===== src/rtl/sync_fifo.sv =====
// sync_fifo: single-clock FIFO with show-ahead (first-word-fall-through) read data.
// The head entry is presented on rdata combinationally from storage and can be
// popped in the same cycle it is inspected.
// Optional macro SYNC_FIFO_CHECK_EN compiles in simulation-only overflow/underflow
// messages; the default build (macro undefined) is purely synthesizable.
module sync_fifo #(
  parameter int WIDTH = 8,
  parameter int DEPTH = 4
) (
  input  logic             clock,
  input  logic             reset,
  output logic             full,
  input  logic             push,
  input  logic [WIDTH-1:0] wdata,
  input  logic             pop,
  output logic [WIDTH-1:0] rdata,
  output logic             valid
);

  localparam int PTR_W = (DEPTH > 1) ? $clog2(DEPTH) : 1;
  localparam int CNT_W = $clog2(DEPTH + 1);

  localparam logic [PTR_W-1:0] PTR_LAST = PTR_W'(DEPTH - 1);
  localparam logic [CNT_W-1:0] CNT_FULL = CNT_W'(DEPTH);

  logic [WIDTH-1:0] mem_q [DEPTH];

  logic [PTR_W-1:0] wptr_q, wptr_d;
  logic [PTR_W-1:0] rptr_q, rptr_d;
  logic [CNT_W-1:0] count_q, count_d;

  logic pop_ok;
  logic push_ok;

  // Status flags and head data come straight from the occupancy count.
  always_comb begin
    valid = (count_q != '0);
    full  = (count_q == CNT_FULL);
    rdata = valid ? mem_q[rptr_q] : '0;
  end

  // Accept decisions use the pre-edge state; a full FIFO still takes a push
  // when the head is being popped in the same cycle.
  always_comb begin
    pop_ok  = pop & valid;
    push_ok = push & (~full | pop_ok);
  end

  // Next-state for pointers and count; pointers wrap at DEPTH-1, which also
  // keeps them pinned at 0 when DEPTH is 1.
  always_comb begin
    wptr_d  = wptr_q;
    rptr_d  = rptr_q;
    count_d = count_q;
    if (push_ok) begin
      wptr_d = (wptr_q == PTR_LAST) ? '0 : wptr_q + 1'b1;
    end
    if (pop_ok) begin
      rptr_d = (rptr_q == PTR_LAST) ? '0 : rptr_q + 1'b1;
    end
    case ({push_ok, pop_ok})
      2'b10:   count_d = count_q + 1'b1;
      2'b01:   count_d = count_q - 1'b1;
      default: count_d = count_q;
    endcase
  end

  // Control state registers; reset discards all queued entries at once.
  always_ff @(posedge clock or negedge reset) begin
    if (!reset) begin
      wptr_q  <= '0;
      rptr_q  <= '0;
      count_q <= '0;
    end else begin
      wptr_q  <= wptr_d;
      rptr_q  <= rptr_d;
      count_q <= count_d;
    end
  end

  // Storage is deliberately not reset; valid gates rdata until it is written.
  always_ff @(posedge clock) begin
    if (push_ok) begin
      mem_q[wptr_q] <= wdata;
    end
  end

`ifdef SYNC_FIFO_CHECK_EN
  // Simulation-only usage checks; they observe and never drive the datapath.
  always @(posedge clock) begin
    if (reset) begin
      if (push && full && !pop_ok) begin
        $display("sync_fifo overflow error in %m: push while full, wdata=%h dropped", wdata);
      end
      if (pop && !valid) begin
        $display("sync_fifo underflow error in %m: pop while empty ignored");
      end
    end
  end
`endif

endmodule


===== config.mk =====
export PLATFORM = sky130hd
export DESIGN_NAME = sync_fifo
export DESIGN_NICKNAME = d
export VERILOG_FILES = /design/src/rtl/sync_fifo.sv
export SDC_FILE = /design/constraint.sdc
export NUM_CORES = 1
export LEC_CHECK = 0
export CAP_MARGIN = 40
export CORE_MARGIN = 3
export CORE_UTILIZATION = 54
export CTS_BUF_LIST = sky130_fd_sc_hd__clkbuf_16
export DETAILED_ROUTE_END_ITERATION = 10
export PLACE_DENSITY = 0.78
export SETUP_SLACK_MARGIN = 0.02
export SLEW_MARGIN = 20
export SYNTH_ARGS = -nofsm -noshare
export SYNTH_HDL_FRONTEND = slang
export SYNTH_SLANG_ARGS = --single-unit

===== constraint.sdc =====
create_clock -name clock -period 2.2 [get_ports clock]
set_input_delay 0.33 -clock clock [delete_from_list [all_inputs] [get_ports clock]]
set_output_delay 0.33 -clock clock [all_outputs]
set_load 0.02 [all_outputs]

# After elaboration in Yosys (flattened, before gate mapping)
# Memory sizes are Yosys's and may differ from the RTL's.
# Cells that the tools add are included.
classes:
  addsub: 4
  n_mul: 0
  div_mod_pow: 0
  magnitude_cmp: 0
  n_eq_ne: 5
  n_shift: 0
  muxes: 6
  bitwise_logic: 4
  reduce_logical: 2
ops:
  columns: ["operator", "n"]
  rows:
  - ["two-way mux 8 bit", 1]
  - ["equality test 2 bit, second input constant", 3]
  - ["case mux 3 bit (2 select lines)", 1]
  - ["adder 2 x 1 -> 2 bit, second input constant", 2]
  - ["two-way mux 2 bit", 2]
  - ["adder 3 x 1 -> 3 bit, second input constant", 1]
  - ["equality test 3 bit, second input constant", 1]
  - ["nonzero test 3 bit", 1]
  - ["subtractor 3 x 1 -> 3 bit, second input constant", 1]
  - ["bitwise AND 1 bit", 2]
  - ["equality test 2 x 1 -> 1 bit, second input constant", 1]
  - ["two-way mux 1 bit", 2]
  - ["nonzero test 2 bit", 1]
  - ["inverter 1 bit", 1]
  - ["OR 1 bit", 1]
totals:
  reg_bits: 7
  latch_bits: 0
  ramBits: 32
  mem_bits_ro: 0
  in_bits: 12
  out_inout_bits: 10
  wordCells: 25
  mem_count: 1
mem_list:
  columns: ["memory", "words", "width", "rd", "rd_clocked_by_memory_dff", "wr", "line", "text"]
  rows:
  - ["mem_q", 4, 8, 1, 0, 1, "26", "logic [WIDTH-1:0] mem_q [DEPTH];"]

# Longest topological paths before layout
logic_depth:
  ltp_word: 6
  mapped_depth: 8
  mapped_depth_nobuf: 6

# Worst setup path before layout
# OpenSTA, ideal clock, no wires.
synth_timing:
  path_type: "register to register"
  start: "register count_q[2]"
  end: "register count_q[1]"
  setup_time_ps: 65
  arrival_time_ps: 2013
  t_required_ps: 2135
  setup_slack_ps: 122
  stages_incl_launch_ff: 9
  n_path_buf: 2
  synth_period_minus_slack_ps: 2078
  cell_sequence: "dfrtp_1 > buf_4 > or3_1 > clkbuf_1 > nand2_1 > fa_1 > o21bai_1 > a31oi_1 > o21a_1"
synth_between:
  elab_chain_cells: 6
  elab_cells_between_ends: 10
  classes_between: "eq/ne (3); mux (1); bitwise (4); reduce/logical (2)"
synth_lines:
  columns: ["element", "line", "text"]
  rows:
  - ["from (decl)", "30", "logic [CNT_W-1:0] count_q, count_d;"]
  - ["from (signal assigned)", "77", "count_q <= count_d;"]
  - ["nonzero test 3 bit (*)", "37", "valid = (count_q != '0);"]
  - ["via valid", "17", "output logic valid"]
  - ["bitwise AND 1 bit (*)", "45", "pop_ok = pop & valid;"]
  - ["OR 1 bit", "46", "push_ok = push & (~full | pop_ok);"]
  - ["bitwise AND 1 bit", "46", null]
  - ["equality test 2 x 1 -> 1 bit / equality test 2 bit (equally long branches)", "61", "case ({push_ok, pop_ok})"]
  - ["case mux 3 bit (2 select lines) / nonzero test 2 bit (equally long branches)", null, null]
# Mark *: on every way through the listed nets, which the timed path passes. The rest lies on a longest branch.
# A chain may end at the register's enable or synchronous reset.

# Worst setup path after layout
layout_timing:
  start: "register rptr_q[0]"
  end: "output port rdata[4]"
layout_between:
  elab_chain_cells: 2
layout_lines:
  columns: ["element", "line", "text"]
  rows:
  - ["from (decl)", "29", "logic [PTR_W-1:0] rptr_q, rptr_d;"]
  - ["from (signal assigned)", "76", "rptr_q <= rptr_d;"]
  - ["memory read (4 x 8 bit)", null, null]
  - ["two-way mux 8 bit", "39", "rdata = valid ? mem_q[rptr_q] : '0;"]
  - ["to (decl)", "16", "output logic [WIDTH-1:0] rdata,"]
# Every way passes these cells.

==> impl_metrics.json <==
{
  "ctsLongestPathBuffers": 2,
  "crit_path_start": "rptr_q[0]",
  "drt.antenna.violating_nets": 0,
  "timing.hold.worst.class": "in2async",
  "synth.yosys.seq_area_share": 0.651,
  "worst-slew-pin-transition_ns": 0.514,
  "synth.yosys.warnings": 0,
  "place_congestion": 0.856,
  "drt_wl_total_um": 3100,
  "run_status": "finished clean",
  "clock_latency_late_sink_ns": 0.28,
  "critical_path.endpoint_type": "output port",
  "finalCritPeriodShare": 0.958,
  "power-per-cell-area_mw_per_mm2": 1450,
  "cap_viol_max_count": 0,
  "fin_crit_ns": 2.11,
  "seqPwrFrac": 0.344,
  "critical_path_launch_point_type": "register",
  "share_comb_of_total_power": 0.403,
  "place_inst": 172,
  "rsz0062_at_grt": "false",
  "global_route_wire_length_before_repair_um": 5340,
  "instances_no_fill": 180,
  "synth_nets": 123,
  "synthesis.instances": 105,
  "critical_path.n_buffers_inverters": 2,
  "critPathArrivalTime_ns": 1.78,
  "kind_of_critical_path": "reg2out",
  "ys_dominant_reg_cell": "edfxtp_1",
  "layout-drive-gt1-share": 0.221,
  "netlist.area_leader.share": 0.551,
  "fp.coreArea_mm2": 0.00308,
  "switchingPower_uw": 1020,
  "detailedRoute.firstPassIterationCount": 4,
  "fin_skew_ns": 0.00354,
  "yosys.cell_count.top_type": "edfxtp_1",
  "area_growth_syn_to_layout_pct": 26.6,
  "n_fill_cell": 222,
  "slew_viol_final": 0,
  "synth_area_per_cell_um2": 16.6,
  "synthDominantAreaCellType": "edfxtp_1",
  "worst_setup_hold_path_clk_slew_ns": 0.06,
  "antenna_cells": 0,
  "cell_with_the_largest_stage_delay_on_the_worst_path": "mux4_2",
  "netlist_top_cells_count": "edfxtp_1, and2_1, mux4_2",
  "crit_required_ns": 1.87,
  "grt_start_max_net_pins": 14,
  "drt-wirelength-per-cell_um": 17.2,
  "cts-root-buf": "clkbuf_16",
  "start_util": 0.567,
  "drtIter0Drc": 42,
  "grt_pass1_vias": 1022,
  "place_hpwl_um": 2130,
  "crit-reg2reg-launch": "count_q[2]",
  "synth_edf_count": 32,
  "critical_path.top_delay_family": "multiplexers",
  "synth_area_mm2": 0.00175,
  "nNetsFinal": 153,
  "p_int_uw": 2180,
  "synth_cell_types": 32,
  "critical_path.max_stage_delay_ns": 0.48,
  "number_of_antenna_violations_at_the_first_check_in_global_routing": 0,
  "synthArstFlopShare": 0.179,
  "setup_tns_ns": 0,
  "synth_top_area_cells": "edfxtp_1, mux4_2, dfrtp_1, and2_1, ha_1",
  "crit_chain": "buf_4, mux4_2, and2_1, dlygate4sd2_1",
  "max_slew_margin": 0.657,
  "postCtsSetupBuffers": 0,
  "leakagePower_uw": 0.000840,
  "via_per_inst": 5.48,
  "chipWidth_um": 62.9,
  "die-height_um": 62.9,
  "place.port_buffers": 21,
  "fp.dieArea_mm2": 0.00395,
  "crit_fanout": 5,
  "hold_viol": 0,
  "placementRows": 20,
  "reg2reg_setup_slack_ns": 0.29,
  "vias": 986,
  "pwr-share-clk": 0.253,
  "p_total_uw": 3200,
  "tritoncts": "done",
  "power.ir.vdd_worst_v": 0.000851,
  "clock-sinks": 39,
  "power_switching_share": 0.318,
  "cts_inserted_buffers": 5,
  "ios": 22,
  "h_tree_level_count": 2,
  "detail_route.drc_violations": 0,
  "synth.ff_latch_count": 39,
  "finalSetupViolCount": 0,
  "clock.fmax_mhz": 475,
  "grt.total_usage": 0.183,
  "overflow": 0
}
stage by stage:
stage	cell area (um2)	util	worst slack, ns	hold WS [ns]
2_1_floorplan	1750	-	0.122	0.0344
3_3_place_gp	2040	0.664	0.181	0.558
3_5_place_dp	2040	0.664	0.126	0.557
4_1_cts	2200	0.715	0.0432	0.335
5_1_grt	2210	0.718	0.0277	0.348
6_report	2210	0.718	0.0933	0.322
registers in the layout (all words and copies together), names as in the netlist:
name	cells
mem_q	32
rptr_q	2
wptr_q	2
count_q	3
placed cells by master (no fill, tap or decap), types with 5 or more instances in the layout:
cell type / instances
edfxtp_1: 32
mux4_2: 8
clkbuf_16: 5
dfrtp_1: 7
dlygate4sd2_1: 8
and2_1: 12
clkdlybuf4s50_1: 12
buf_4: 7
inv_1: 5
ha_1: 5
worst paths after layout:
| check | to | cells past startpoint |
|---|---|---|
| setup / recovery | rdata[4] | 4 |
| hold / removal | count_q[2] | 1 |
| setup reg to reg | count_q[1] | 6 |
| hold reg to reg | count_q[0] | 2 |
| max in group asynchronous | rptr_q[1] | 1 |
| min in group clock | count_q[0] | 2 |
power groups by stage:
stage | registers, uW | clock network (uW) | logic [uW]
detailed placement | 1120 | 0 | 1380
global route | 1130 | 852 | 1400
finish | 1100 | 809 | 1290
global placement | 1100 | 0 | 1310
floorplan | 1070 | 0 | 882
CTS | 1100 | 820 | 1290
what timing repair did:
item,in CTS,in global routing
endpoints found under the setup margin,9,4
gates cloned,0,0
gates resized for setup,9,3
hold buffers,0,0
area by class of cell:
class	instances	area [um2]	area share
flip-flops and latches	39	1140	0.514
multi-input cells	55	568	0.257
repair buffers	29	264	0.119
clock buffers	5	125	0.0566
well taps	44	55.1	0.0249
clock inverters	3	42.5	0.0193
inverters	5	18.8	0.00849
worst register-to-register path, delay by kind of cell, from the launching register on:
| family | cells | cell delay [ns] |
|---|---|---|
| simple gates | 2 | 0.56 |
| fa+ha+maj | 1 | 0.45 |
| compound gates | 3 | 0.44 |
| flops | 1 | 0.39 |
per-layer routing:
| layer | vias up | share of wire | global-route usage |
|---|---|---|---|
| met2 | 31 | 0.53 | 0.313 |
| met3 | 4 | 0.045 | 0.0468 |
| met4 | 0 | 0.0093 | 0.0579 |
| li1 | 453 | - | - |
| met1 | 498 | 0.42 | 0.229 |
| met5 | - | 0 | 0 |
cell families (layout without fill, tap and decap cells):
kind of cell,count (synthesis),after routing,share of synthesized area
flip-flops,39,39,0.651
AND/OR/NAND/NOR,24,24,0.0796
multiplexers,13,13,0.139
buffers and inverters,11,42,0.0265
AO/OA/AOI/OAI,10,10,0.0466
adder cells (fa/ha/maj),6,6,0.0473
XOR/XNOR,2,2,0.0100
(Power assumes the default switching activity.)
